`config.mk`:
```
export PLATFORM = sky130hd
export DESIGN_NAME = lcd_cmd_sequencer
export DESIGN_NICKNAME = d
export VERILOG_FILES = /design/src/rtl/lcd_pkg.sv /design/src/rtl/lcd_delay_counter.sv /design/src/rtl/lcd_cmd_sequencer.sv
export SDC_FILE = /design/constraint.sdc
export NUM_CORES = 1
export LEC_CHECK = 0
export ABC_AREA = 1
export ABC_CLOCK_PERIOD_IN_PS = 3700
export CORE_ASPECT_RATIO = 0.75
export CORE_MARGIN = 10
export CORE_UTILIZATION = 45
export CTS_CLUSTER_DIAMETER = 80
export CTS_CLUSTER_SIZE = 12
export DETAILED_ROUTE_END_ITERATION = 8
export PLACE_DENSITY = 0.66
export SYNTH_ARGS = -nofsm -noshare
export SYNTH_HDL_FRONTEND = slang
export SYNTH_HIERARCHICAL = 1
export SYNTH_SLANG_ARGS = --single-unit
```
`constraint.sdc`:
```
create_clock -name clk -period 3.7 [get_ports clk]
set_input_delay 1.11 -clock clk [delete_from_list [all_inputs] [get_ports clk]]
set_output_delay 1.11 -clock clk [all_outputs]
set_load 0.01 [all_outputs]
```
`src/rtl/lcd_pkg.sv`:
```
// Shared definitions for the LCD command sequencer: state encoding, init ROM and limits.
// The POLL state and read-phase encoding exist only when LCD_SEQ_BUSY_POLL_EN is defined.
package lcd_pkg;

    typedef enum logic [2:0] {
        ST_PWR_WAIT,
        ST_INIT_LOAD,
        ST_IDLE,
        ST_STROBE,
        ST_WAIT_LOW,
        ST_WAIT_HIGH,
`ifdef LCD_SEQ_BUSY_POLL_EN
        ST_POLL
`else
        ST_SETTLE
`endif
    } lcd_state_e;

`ifdef LCD_SEQ_BUSY_POLL_EN
    localparam lcd_state_e ST_POST = ST_POLL;

    typedef enum logic [1:0] {
        PH_ISSUE,
        PH_LOW,
        PH_HIGH
    } lcd_poll_ph_e;

    localparam int POLL_LIMIT = 4096;
    localparam int POLL_W     = 12;
`else
    localparam lcd_state_e ST_POST = ST_SETTLE;
`endif

    localparam logic [7:0] INIT_CMD0  = 8'h38;
    localparam logic [7:0] INIT_CMD1  = 8'h0C;
    localparam logic [7:0] INIT_CMD2  = 8'h01;
    localparam logic [7:0] INIT_CMD3  = 8'h06;
    localparam int         INIT_LEN   = 4;
    localparam int         WDOG_LIMIT = 64;

    function automatic logic [7:0] init_rom(input logic [1:0] idx);
        case (idx)
            2'd0:    return INIT_CMD0;
            2'd1:    return INIT_CMD1;
            2'd2:    return INIT_CMD2;
            default: return INIT_CMD3;
        endcase
    endfunction

    // Clear and home commands need the long settle time.
    function automatic logic is_long_cmd(input logic rs, input logic [7:0] b);
        return !rs && ((b == 8'h01) || (b == 8'h02) || (b == 8'h03));
    endfunction

endpackage

```
`src/rtl/lcd_delay_counter.sv`:
```
// Saturating down-counter: i_start loads i_load, o_done flags the terminal count.
module lcd_delay_counter #(
    parameter int W = 8
) (
    input  logic         clk,
    input  logic         rst,
    input  logic         i_start,
    input  logic [W-1:0] i_load,
    output logic         o_done,
    output logic         o_busy
);
    logic [W-1:0] r_cnt;
    logic         r_run;

    always_ff @(posedge clk) begin
        if (rst) begin
            r_cnt <= '0;
            r_run <= 1'b0;
        end else if (i_start) begin
            r_cnt <= i_load;
            r_run <= 1'b1;
        end else if (r_run) begin
            if (r_cnt != '0) r_cnt <= r_cnt - 1'b1;
            else             r_run <= 1'b0;
        end
    end

    assign o_done = r_run && (r_cnt == '0);
    assign o_busy = r_run;

endmodule

```
`src/rtl/lcd_cmd_sequencer.sv`:
```
// LCD command sequencer: power-up wait, fixed init ROM, then host bytes to the LCD timing controller.
// Define LCD_SEQ_BUSY_POLL_EN to replace the fixed post-command delay with busy-flag polling.
module lcd_cmd_sequencer
    import lcd_pkg::*;
#(
    parameter int INIT_WAIT = 750000,
    parameter int CMD_WAIT  = 2000,
    parameter int CLR_WAIT  = 82000
) (
    input  logic       clk,
    input  logic       rst,
    input  logic       req,
    input  logic       req_rs,
    input  logic [7:0] req_data,
    output logic       ack,
    output logic       init_done,
    output logic       nCS,
    output logic       nWR,
    output logic       nRD,
    output logic       RS,
    output logic [7:0] DB_out,
    output logic       DB_oe,
    input  logic [7:0] DB_in,
    input  logic       RDY
);
    // state      | meaning
    // PWR_WAIT   | power-up delay after reset
    // INIT_LOAD  | fetch next init ROM byte
    // IDLE       | accept host request once init is done
    // STROBE     | assert nCS/nWR with the latched byte
    // WAIT_LOW   | wait for RDY low, bounded by the watchdog
    // WAIT_HIGH  | strobes released, wait for RDY high
    // SETTLE     | fixed post-command delay
    // POLL       | busy-flag read loop (busy-poll build only)

    localparam int CNT_MAX0 = (INIT_WAIT > CLR_WAIT) ? INIT_WAIT : CLR_WAIT;
    localparam int CNT_MAX  = (CNT_MAX0 > CMD_WAIT) ? CNT_MAX0 : CMD_WAIT;
    localparam int CNT_W    = $clog2(CNT_MAX + 1);
    localparam int IDX_W    = $clog2(INIT_LEN);
    localparam int WDOG_W   = $clog2(WDOG_LIMIT);

    lcd_state_e        r_state;
    logic [IDX_W-1:0]  r_idx;
    logic              r_init_done;
    logic              r_ack;
    logic              r_ncs;
    logic              r_nwr;
    logic              r_rs;
    logic [7:0]        r_db;
    logic              r_oe;
    logic              r_lat_rs;
    logic [7:0]        r_lat_data;
    logic [WDOG_W-1:0] r_wdog;

    logic              w_dly_start;
    logic [CNT_W-1:0]  w_dly_load;
    logic              w_dly_done;
    logic              w_dly_busy;
    logic              w_wdog_max;
    logic              w_last_init;
    lcd_state_e        w_after_state;

    assign w_wdog_max    = (r_wdog == WDOG_W'(WDOG_LIMIT - 1));
    assign w_last_init   = (r_idx == IDX_W'(INIT_LEN - 1));
    assign w_after_state = (r_init_done || w_last_init) ? ST_IDLE : ST_INIT_LOAD;

    always_comb begin
        w_dly_start = (r_state == ST_PWR_WAIT) && !w_dly_busy;
        w_dly_load  = CNT_W'(INIT_WAIT);
`ifndef LCD_SEQ_BUSY_POLL_EN
        if ((r_state == ST_WAIT_HIGH && RDY) ||
            (r_state == ST_WAIT_LOW && RDY && w_wdog_max)) begin
            w_dly_start = 1'b1;
            w_dly_load  = is_long_cmd(r_rs, r_db) ? CNT_W'(CLR_WAIT) : CNT_W'(CMD_WAIT);
        end
`endif
    end

    lcd_delay_counter #(.W(CNT_W)) u_delay (
        .clk     (clk),
        .rst     (rst),
        .i_start (w_dly_start),
        .i_load  (w_dly_load),
        .o_done  (w_dly_done),
        .o_busy  (w_dly_busy)
    );

`ifdef LCD_SEQ_BUSY_POLL_EN
    lcd_poll_ph_e      r_poll_ph;
    logic [POLL_W-1:0] r_poll_cnt;
    logic              r_nrd;
    assign nRD = r_nrd;
`else
    logic w_unused_db;
    assign w_unused_db = ^DB_in;
    assign nRD = 1'b1;
`endif

    always_ff @(posedge clk) begin
        if (rst) begin
            r_state     <= ST_PWR_WAIT;
            r_idx       <= '0;
            r_init_done <= 1'b0;
            r_ack       <= 1'b0;
            r_ncs       <= 1'b1;
            r_nwr       <= 1'b1;
            r_rs        <= 1'b0;
            r_db        <= 8'h00;
            r_oe        <= 1'b0;
            r_lat_rs    <= 1'b0;
            r_lat_data  <= 8'h00;
            r_wdog      <= '0;
`ifdef LCD_SEQ_BUSY_POLL_EN
            r_poll_ph   <= PH_ISSUE;
            r_poll_cnt  <= '0;
            r_nrd       <= 1'b1;
`endif
        end else begin
            r_ack <= 1'b0;
            case (r_state)
                ST_PWR_WAIT: if (w_dly_done) r_state <= ST_INIT_LOAD;
                ST_INIT_LOAD: begin
                    r_lat_rs   <= 1'b0;
                    r_lat_data <= init_rom(r_idx);
                    r_state    <= ST_STROBE;
                end
                ST_IDLE: if (req && r_init_done) begin
                    r_lat_rs   <= req_rs;
                    r_lat_data <= req_data;
                    r_ack      <= 1'b1;
                    r_state    <= ST_STROBE;
                end
                ST_STROBE: begin
                    r_ncs   <= 1'b0;
                    r_nwr   <= 1'b0;
                    r_rs    <= r_lat_rs;
                    r_db    <= r_lat_data;
                    r_oe    <= 1'b1;
                    r_wdog  <= '0;
                    r_state <= ST_WAIT_LOW;
`ifdef LCD_SEQ_BUSY_POLL_EN
                    r_poll_ph  <= PH_ISSUE;
                    r_poll_cnt <= '0;
`endif
                end
                ST_WAIT_LOW: begin
                    // A stuck-high RDY is treated as a completed write.
                    if (!RDY || w_wdog_max) begin
                        r_ncs   <= 1'b1;
                        r_nwr   <= 1'b1;
                        r_state <= RDY ? ST_POST : ST_WAIT_HIGH;
                    end else begin
                        r_wdog <= r_wdog + 1'b1;
                    end
                end
                ST_WAIT_HIGH: if (RDY) r_state <= ST_POST;
`ifdef LCD_SEQ_BUSY_POLL_EN
                ST_POLL: begin
                    case (r_poll_ph)
                        PH_ISSUE: begin
                            r_ncs     <= 1'b0;
                            r_nrd     <= 1'b0;
                            r_rs      <= 1'b0;
                            r_oe      <= 1'b0;
                            r_wdog    <= '0;
                            r_poll_ph <= PH_LOW;
                        end
                        PH_LOW: begin
                            if (!RDY || w_wdog_max) begin
                                r_ncs     <= 1'b1;
                                r_nrd     <= 1'b1;
                                r_poll_ph <= PH_HIGH;
                            end else begin
                                r_wdog <= r_wdog + 1'b1;
                            end
                        end
                        PH_HIGH: if (RDY) begin
                            if (!DB_in[7] || r_poll_cnt == POLL_W'(POLL_LIMIT - 1)) begin
                                r_state <= w_after_state;
                                if (!r_init_done) begin
                                    if (w_last_init) r_init_done <= 1'b1;
                                    else             r_idx <= r_idx + 1'b1;
                                end
                            end else begin
                                r_poll_cnt <= r_poll_cnt + 1'b1;
                                r_poll_ph  <= PH_ISSUE;
                            end
                        end
                        default: r_poll_ph <= PH_ISSUE;
                    endcase
                end
`else
                ST_SETTLE: if (w_dly_done) begin
                    r_state <= w_after_state;
                    if (!r_init_done) begin
                        if (w_last_init) r_init_done <= 1'b1;
                        else             r_idx <= r_idx + 1'b1;
                    end
                end
`endif
                default: r_state <= ST_PWR_WAIT;
            endcase
        end
    end

    assign ack       = r_ack;
    assign init_done = r_init_done;
    assign nCS       = r_ncs;
    assign nWR       = r_nwr;
    assign RS        = r_rs;
    assign DB_out    = r_db;
    assign DB_oe     = r_oe;

endmodule

```
# After elaboration in Yosys (flattened, before gate mapping)
# Cells that the tools add are included.
[op_classes]
muxes = 29
div = 0
n_reduce_logical = 31
eq_ne = 19
multipliers = 0
n_addsub = 3
order_cmp = 0
bitwise = 3
n_shift = 0
[op_table]
columns = ["cell", "n"]
rows = [
  ["20-bit 2-to-1 mux", 4],
  ["3-bit one-hot mux with 7 select lines", 1],
  ["20-bit zero test", 1],
  ["20-bit nonzero test", 1],
  ["20-bit by 1-bit subtractor with 20-bit output (second input constant)", 1],
  ["6-bit one-hot mux with 3 select lines", 1],
  ["17-bit 2-to-1 mux", 1],
  ["8-bit by 2-bit == test with 1-bit output (second input constant)", 2],
  ["8-bit one-hot mux with 2 select lines", 1],
  ["3-bit 2-to-1 mux", 5],
  ["6-bit one-hot mux with 2 select lines", 1],
  ["2-bit AND reduction", 5],
  ["3-bit == test (second input constant)", 3],
  ["1-bit 2-to-1 mux", 9],
  ["8-bit by 1-bit == test with 1-bit output (second input constant)", 1],
  ["8-bit 2-to-1 mux", 1],
  ["2-bit nonzero test", 4],
  ["1-bit logical AND", 7],
  ["6-bit by 1-bit adder with 6-bit output (second input constant)", 1],
  ["3-bit by 2-bit == test with 1-bit output (second input constant)", 2],
  ["6-bit == test (second input constant)", 1],
  ["6-bit 2-to-1 mux", 1],
  ["2-bit by 1-bit inequality test with 1-bit output (second input constant)", 3],
  ["2-bit inequality test (second input constant)", 3],
  ["14 further kinds", 25],
]
[word_totals]
wordCells = 98
in_bits = 21
mem_count = 0
regBits = 54
latchBits = 0
romBits = 0
ramBits = 0

# Depth between registers and ports, before layout
[logic_depth]
depth_word = 7
mapped_depth = 14
mapped_depth_nobuf = 13

# Hierarchy
# The synthesis kept the hierarchy.
[by_module_without_submodules]
columns = ["module", "instances", "seq_area_each_um2", "area_per_inst_um2", "cells_per_inst"]
rows = [
  ["lcd_cmd_sequencer", 1, 660.6, 1676.6, 245],
  ["lcd_delay_counter", 1, 420.4, 1525.2, 249],
]

# Worst setup path after synthesis
# OpenSTA, ideal clock, no wires.
[synth_timing]
kind = "input-to-reg"
from = "input RDY"
to = "register u_delay.r_cnt[9]"
setup_time_ps = 112
t_arrival_ps = 2344
path_stages = 8
slack_ps = 1244
cell_sequence = "nand2_1 > o21ai_0 > inv_1 > buf_2 > clkbuf_1 > o21ai_0 > nor2_1 > nor2_1"
[synth_via]
elab_chain_cells = 6
word_cells_on_any_way = 10
cone_classes = "mux: 3; reduce/logical: 7"
[synth_rtl]
columns = ["item", "line_no", "text"]
rows = [
  ["start: declaration", "lcd_cmd_sequencer.sv:24", "input logic RDY"],
  ["1-bit logical AND (2 in a row)", "lcd_cmd_sequencer.sv:72", "(r_state == ST_WAIT_LOW && RDY && w_wdog_max)) begin"],
  ["1-bit logical OR (*)", "lcd_cmd_sequencer.sv:71", "if ((r_state == ST_WAIT_HIGH && RDY) ||"],
  ["1-bit 2-to-1 mux (*)", "lcd_cmd_sequencer.sv:71", ""],
  ["via w_dly_start", "lcd_cmd_sequencer.sv:55", "logic w_dly_start;"],
  ["2-bit nonzero test (no source line)", "--", ""],
  ["2-bit AND reduction (no source line)", "--", ""],
  ["end signal: assignment", "lcd_delay_counter.sv:20", "r_cnt <= i_load;"],
  ["end signal: assignment", "lcd_delay_counter.sv:23", "if (r_cnt != '0) r_cnt <= r_cnt - 1'b1;"],
  ["end: declaration", "lcd_delay_counter.sv:12", "logic [W-1:0] r_cnt;"],
]
# The timed path passes the listed nets; every way through them passes the cells marked *.
# A chain may end at the register's enable or synchronous reset.

# Worst setup path after layout
[layout_timing]
from = "input RDY"
to = "register u_delay.r_cnt[5]"
# Same word-level chain as after synthesis.

==> results.sh <==
export IMPL_numCtsBuffers=5
export IMPL_fmax_ghz=0.401
export IMPL_fin_setup_tns_ns=0
export IMPL_outcome="completed"
export IMPL_rsz0062_at_grt="no"
export IMPL_antenna_found_initial=0
export IMPL_via_count=3046
export IMPL_ctsResizeCount=0
export IMPL_syn_avg_cell_area_um2=6.48
export IMPL_min_period_ns=2.49
export IMPL_wirelength_mm=7.82
export IMPL_start_util_pct=46.6
export IMPL_core_area_mm2=0.00686
export IMPL_drt_iter0_markers=198
export IMPL_synth_seq_area_share_pct=33.8
export IMPL_ys_warn_count=6
export IMPL_critPathArrivalTime_ns=2.69
export IMPL_antenna_left=0
export IMPL_yosys_top_cells_area="dfxtp_1 34%, nor2_1 13%, nand2_1 11%"
export IMPL_synth_cells=494
export IMPL_drt_wirelength_per_cell_um=12.6
export IMPL_clock_sinks=54
export IMPL_synth_adder_area_share_pct=2.74
export IMPL_ys_flop_type="dfxtp_1"
export IMPL_drt_pass1_iterations=4
export IMPL_dieArea_mm2=0.0109
export IMPL_io_buffers=26
export IMPL_r2r_setup_slack_ns=1.61
export IMPL_synth_compound_area_share_pct=14.0
export IMPL_relSlewSlack_pct=61.7
export IMPL_syn2layout_area_growth_pct=13.4
export IMPL_io_pin_count=36
export IMPL_tritoncts="done"
export IMPL_die_h_um=93.1
export IMPL_drc=0
export IMPL_n_antenna_cell=0
export IMPL_fin_nets=548
export IMPL_ys_types=36
export IMPL_nFillCells=709
export IMPL_setup_ws_ns=1.21
export IMPL_syn_cell_area_mm2=0.00320
export IMPL_gp_congestion=0.887
export IMPL_r2r_end="u_delay/r_cnt[13]$_SDFFE_PP0P_"
export IMPL_skew_ns=0.00402
export IMPL_hold_depth=2
export IMPL_r2r_start="r_wdog[0]$_SDFFE_PP0P_"
export IMPL_pwr_density_cell_mw_per_mm2=626
export IMPL_hold_path_class="flop to flop"
export IMPL_hold_viol_final=0
export IMPL_gr_total_overflow=0
export IMPL_tightest_slew_ns=0.573
export IMPL_holdBufCountCts=0
export IMPL_synthSimpleGateAreaFrac_pct=39.6
export IMPL_synth_most_common_cell="nor2_1"
export IMPL_ys_ff_latch=54
export IMPL_synth_top_family_by_area="simple AND/OR/NAND/NOR gates"
export IMPL_htreeDepth=2
export IMPL_critPathLaunchType="input port"
export IMPL_whs_endpoint="DB_oe$_SDFFE_PP0P_"
export IMPL_clkLatencyLatePin_ns=0.31
export IMPL_drv_slew=0
export IMPL_required_ns=3.90
export IMPL_vdd_drop_max_uv=226
export IMPL_critPathMaxFanout=29
export IMPL_grt_usage_pct=14.3
export IMPL_muxShareOfSynthArea_pct=0.313
export IMPL_synth_common_cells="108 x nor2_1, 98 x nand2_1, 54 x dfxtp_1, 37 x inv_1, 36 x o21ai_0"
export IMPL_hp_start="DB_oe$_SDFFE_PP0P_"
export IMPL_dp_hpwl_mm=5.76
export IMPL_post_cts_setup_buffers=0
export IMPL_grt_max_degree=30
export IMPL_fin_crit_sh_pct=67.4
export IMPL_power_leakage_nw=1.56
export IMPL_ff2ff_path_depth=13
export IMPL_cts_buffer_depth=2
export IMPL_synth_edf_count=0
export IMPL_grt_pass1_wl_mm=13.3
export IMPL_drive_gt1_share_pct=8.06
export IMPL_setup_viol=0
export IMPL_endpoint_kind="flop"
export IMPL_synth_xor_area_share_pct=0.821
export IMPL_cts_root_buf="clkbuf_8"
export IMPL_cap_violations=0
export IMPL_grt_pass1_vias=2856
export IMPL_crit_type="input port to flop"
export IMPL_synth_top_area_share_pct=33.8
export IMPL_synth_async_reset_ratio_pct=0
export IMPL_num_rows=26
export IMPL_clkSlewWorstSetupHoldPaths_ns=0.10
export IMPL_fp_dieW_um=117
export IMPL_via_per_inst=4.92
export IMPL_post_place_ws_ns=0.933
export IMPL_synth_top_area_cell="dfxtp_1"
[worst max path at each step]
| stage | slack, ns | end | cells past startpoint | startpoint |
|---|---|---|---|---|
| 3_5_place_dp | 0.93 | u_delay/r_cnt[13]$_SDFFE_PP0P_ | 9 | RDY |
| 2_1_floorplan | 1.24 | u_delay/r_cnt[9]$_SDFFE_PP0P_ | 8 | RDY |
| 6_report | 1.21 | u_delay/r_cnt[5]$_SDFFE_PP0P_ | 8 | RDY |
| 5_1_grt | 0.97 | u_delay/r_cnt[14]$_SDFFE_PP0P_ | 9 | RDY |
| 3_3_place_gp | 0.95 | u_delay/r_cnt[6]$_SDFFE_PP0P_ | 8 | RDY |
| 4_1_cts | 1.25 | u_delay/r_cnt[11]$_SDFFE_PP0P_ | 9 | RDY |
[kinds of logic after synthesis]
kind of cell / after synthesis
AOI/OAI and AO/OA: 85
and+or+nand+nor: 283
other: 2
DFF: 54
buffers and inverters: 59
xor gates and xnor gates: 3
adders and majority gates: 7
muxes: 1
[worst max-delay path, stage by stage]
cell and delay (ns):
clkdlybuf4s50_1 0.48, nand2_1 0.12, o21ai_0 0.11, inv_1 0.10
buf_4 0.32, nand2_4 0.16, o21ai_0 0.21, a21oi_1 0.06
[where the power goes]
group / internal (W) / switching (W) / total, W
Sequential: 0.000707 / 0.000134 / 0.000841
Combinational: 0.000353 / 0.000684 / 0.00104
Clock: 0.000202 / 0.000194 / 0.000397
Total: 0.00126 / 0.00101 / 0.00227
[through the flow]
| stage | util, % | total power (W) | cells | hold slack (ns) | area [um2] |
|---|---|---|---|---|---|
| global placement | 51.3 | 0.00185 | 611 | 0.456 | 3520 |
| detailed placement | 51.3 | 0.00187 | 611 | 0.469 | 3520 |
| finish | 52.9 | 0.00227 | 619 | 0.487 | 3630 |
| global route | 52.9 | 0.00248 | 619 | 0.527 | 3630 |
| floorplan | - | 0.00166 | 501 | 0.456 | 3230 |
| CTS | 52.9 | 0.00227 | 619 | 0.493 | 3630 |
[layout make-up]
type / instances / area, um2 / area share [%]
sequential: 54 / 1080 / 29.8
clock inverter: 2 / 37.5 / 1.03
clock buffer: 6 / 72.6 / 2.00
tap: 98 / 123 / 3.38
inverter: 41 / 156 / 4.31
multi-input combinational: 388 / 1870 / 51.5
timing repair buffer: 30 / 290 / 7.99
[placed cells by master (no fill, tap or decap), types with 5 or more instances in the layout]
master / Yosys / layout
nor2_1: 108 / 108
nand2_1: 98 / 98
dfxtp_1: 54 / 54
inv_1: 37 / 37
o21ai_0: 36 / 36
nand3_1: 33 / 33
a21oi_1: 32 / 32
clkdlybuf4s50_1: 0 / 26
o21ai_1: 11 / 11
conb_1: 2 / 9
nor2_2: 8 / 8
nand4_1: 8 / 8
ha_1: 7 / 7
nand2_2: 6 / 6
clkbuf_8: 0 / 5
[per-layer routing]
layer | vias up | share of wire (%) | track usage (%)
li1 | 1632 | - | -
met2 | 63 | 40 | 20.8
met3 | 5 | 5.7 | 3.42
met1 | 1346 | 53 | 20.7
met5 | - | 0 | 0
met4 | 0 | 0.58 | 3.22
[flip-flops by register name (all words and copies together) (netlist names)]
signal,cells
r_lat_rs,1
r_state,3
u_delay/r_cnt,20
DB_out,8
u_delay/o_busy,1
DB_oe,1
RS,1
r_idx,2
init_done,1
nWR,1
r_wdog,6
r_lat_data,8
ack,1
Power figures use the tool's default switching activity.
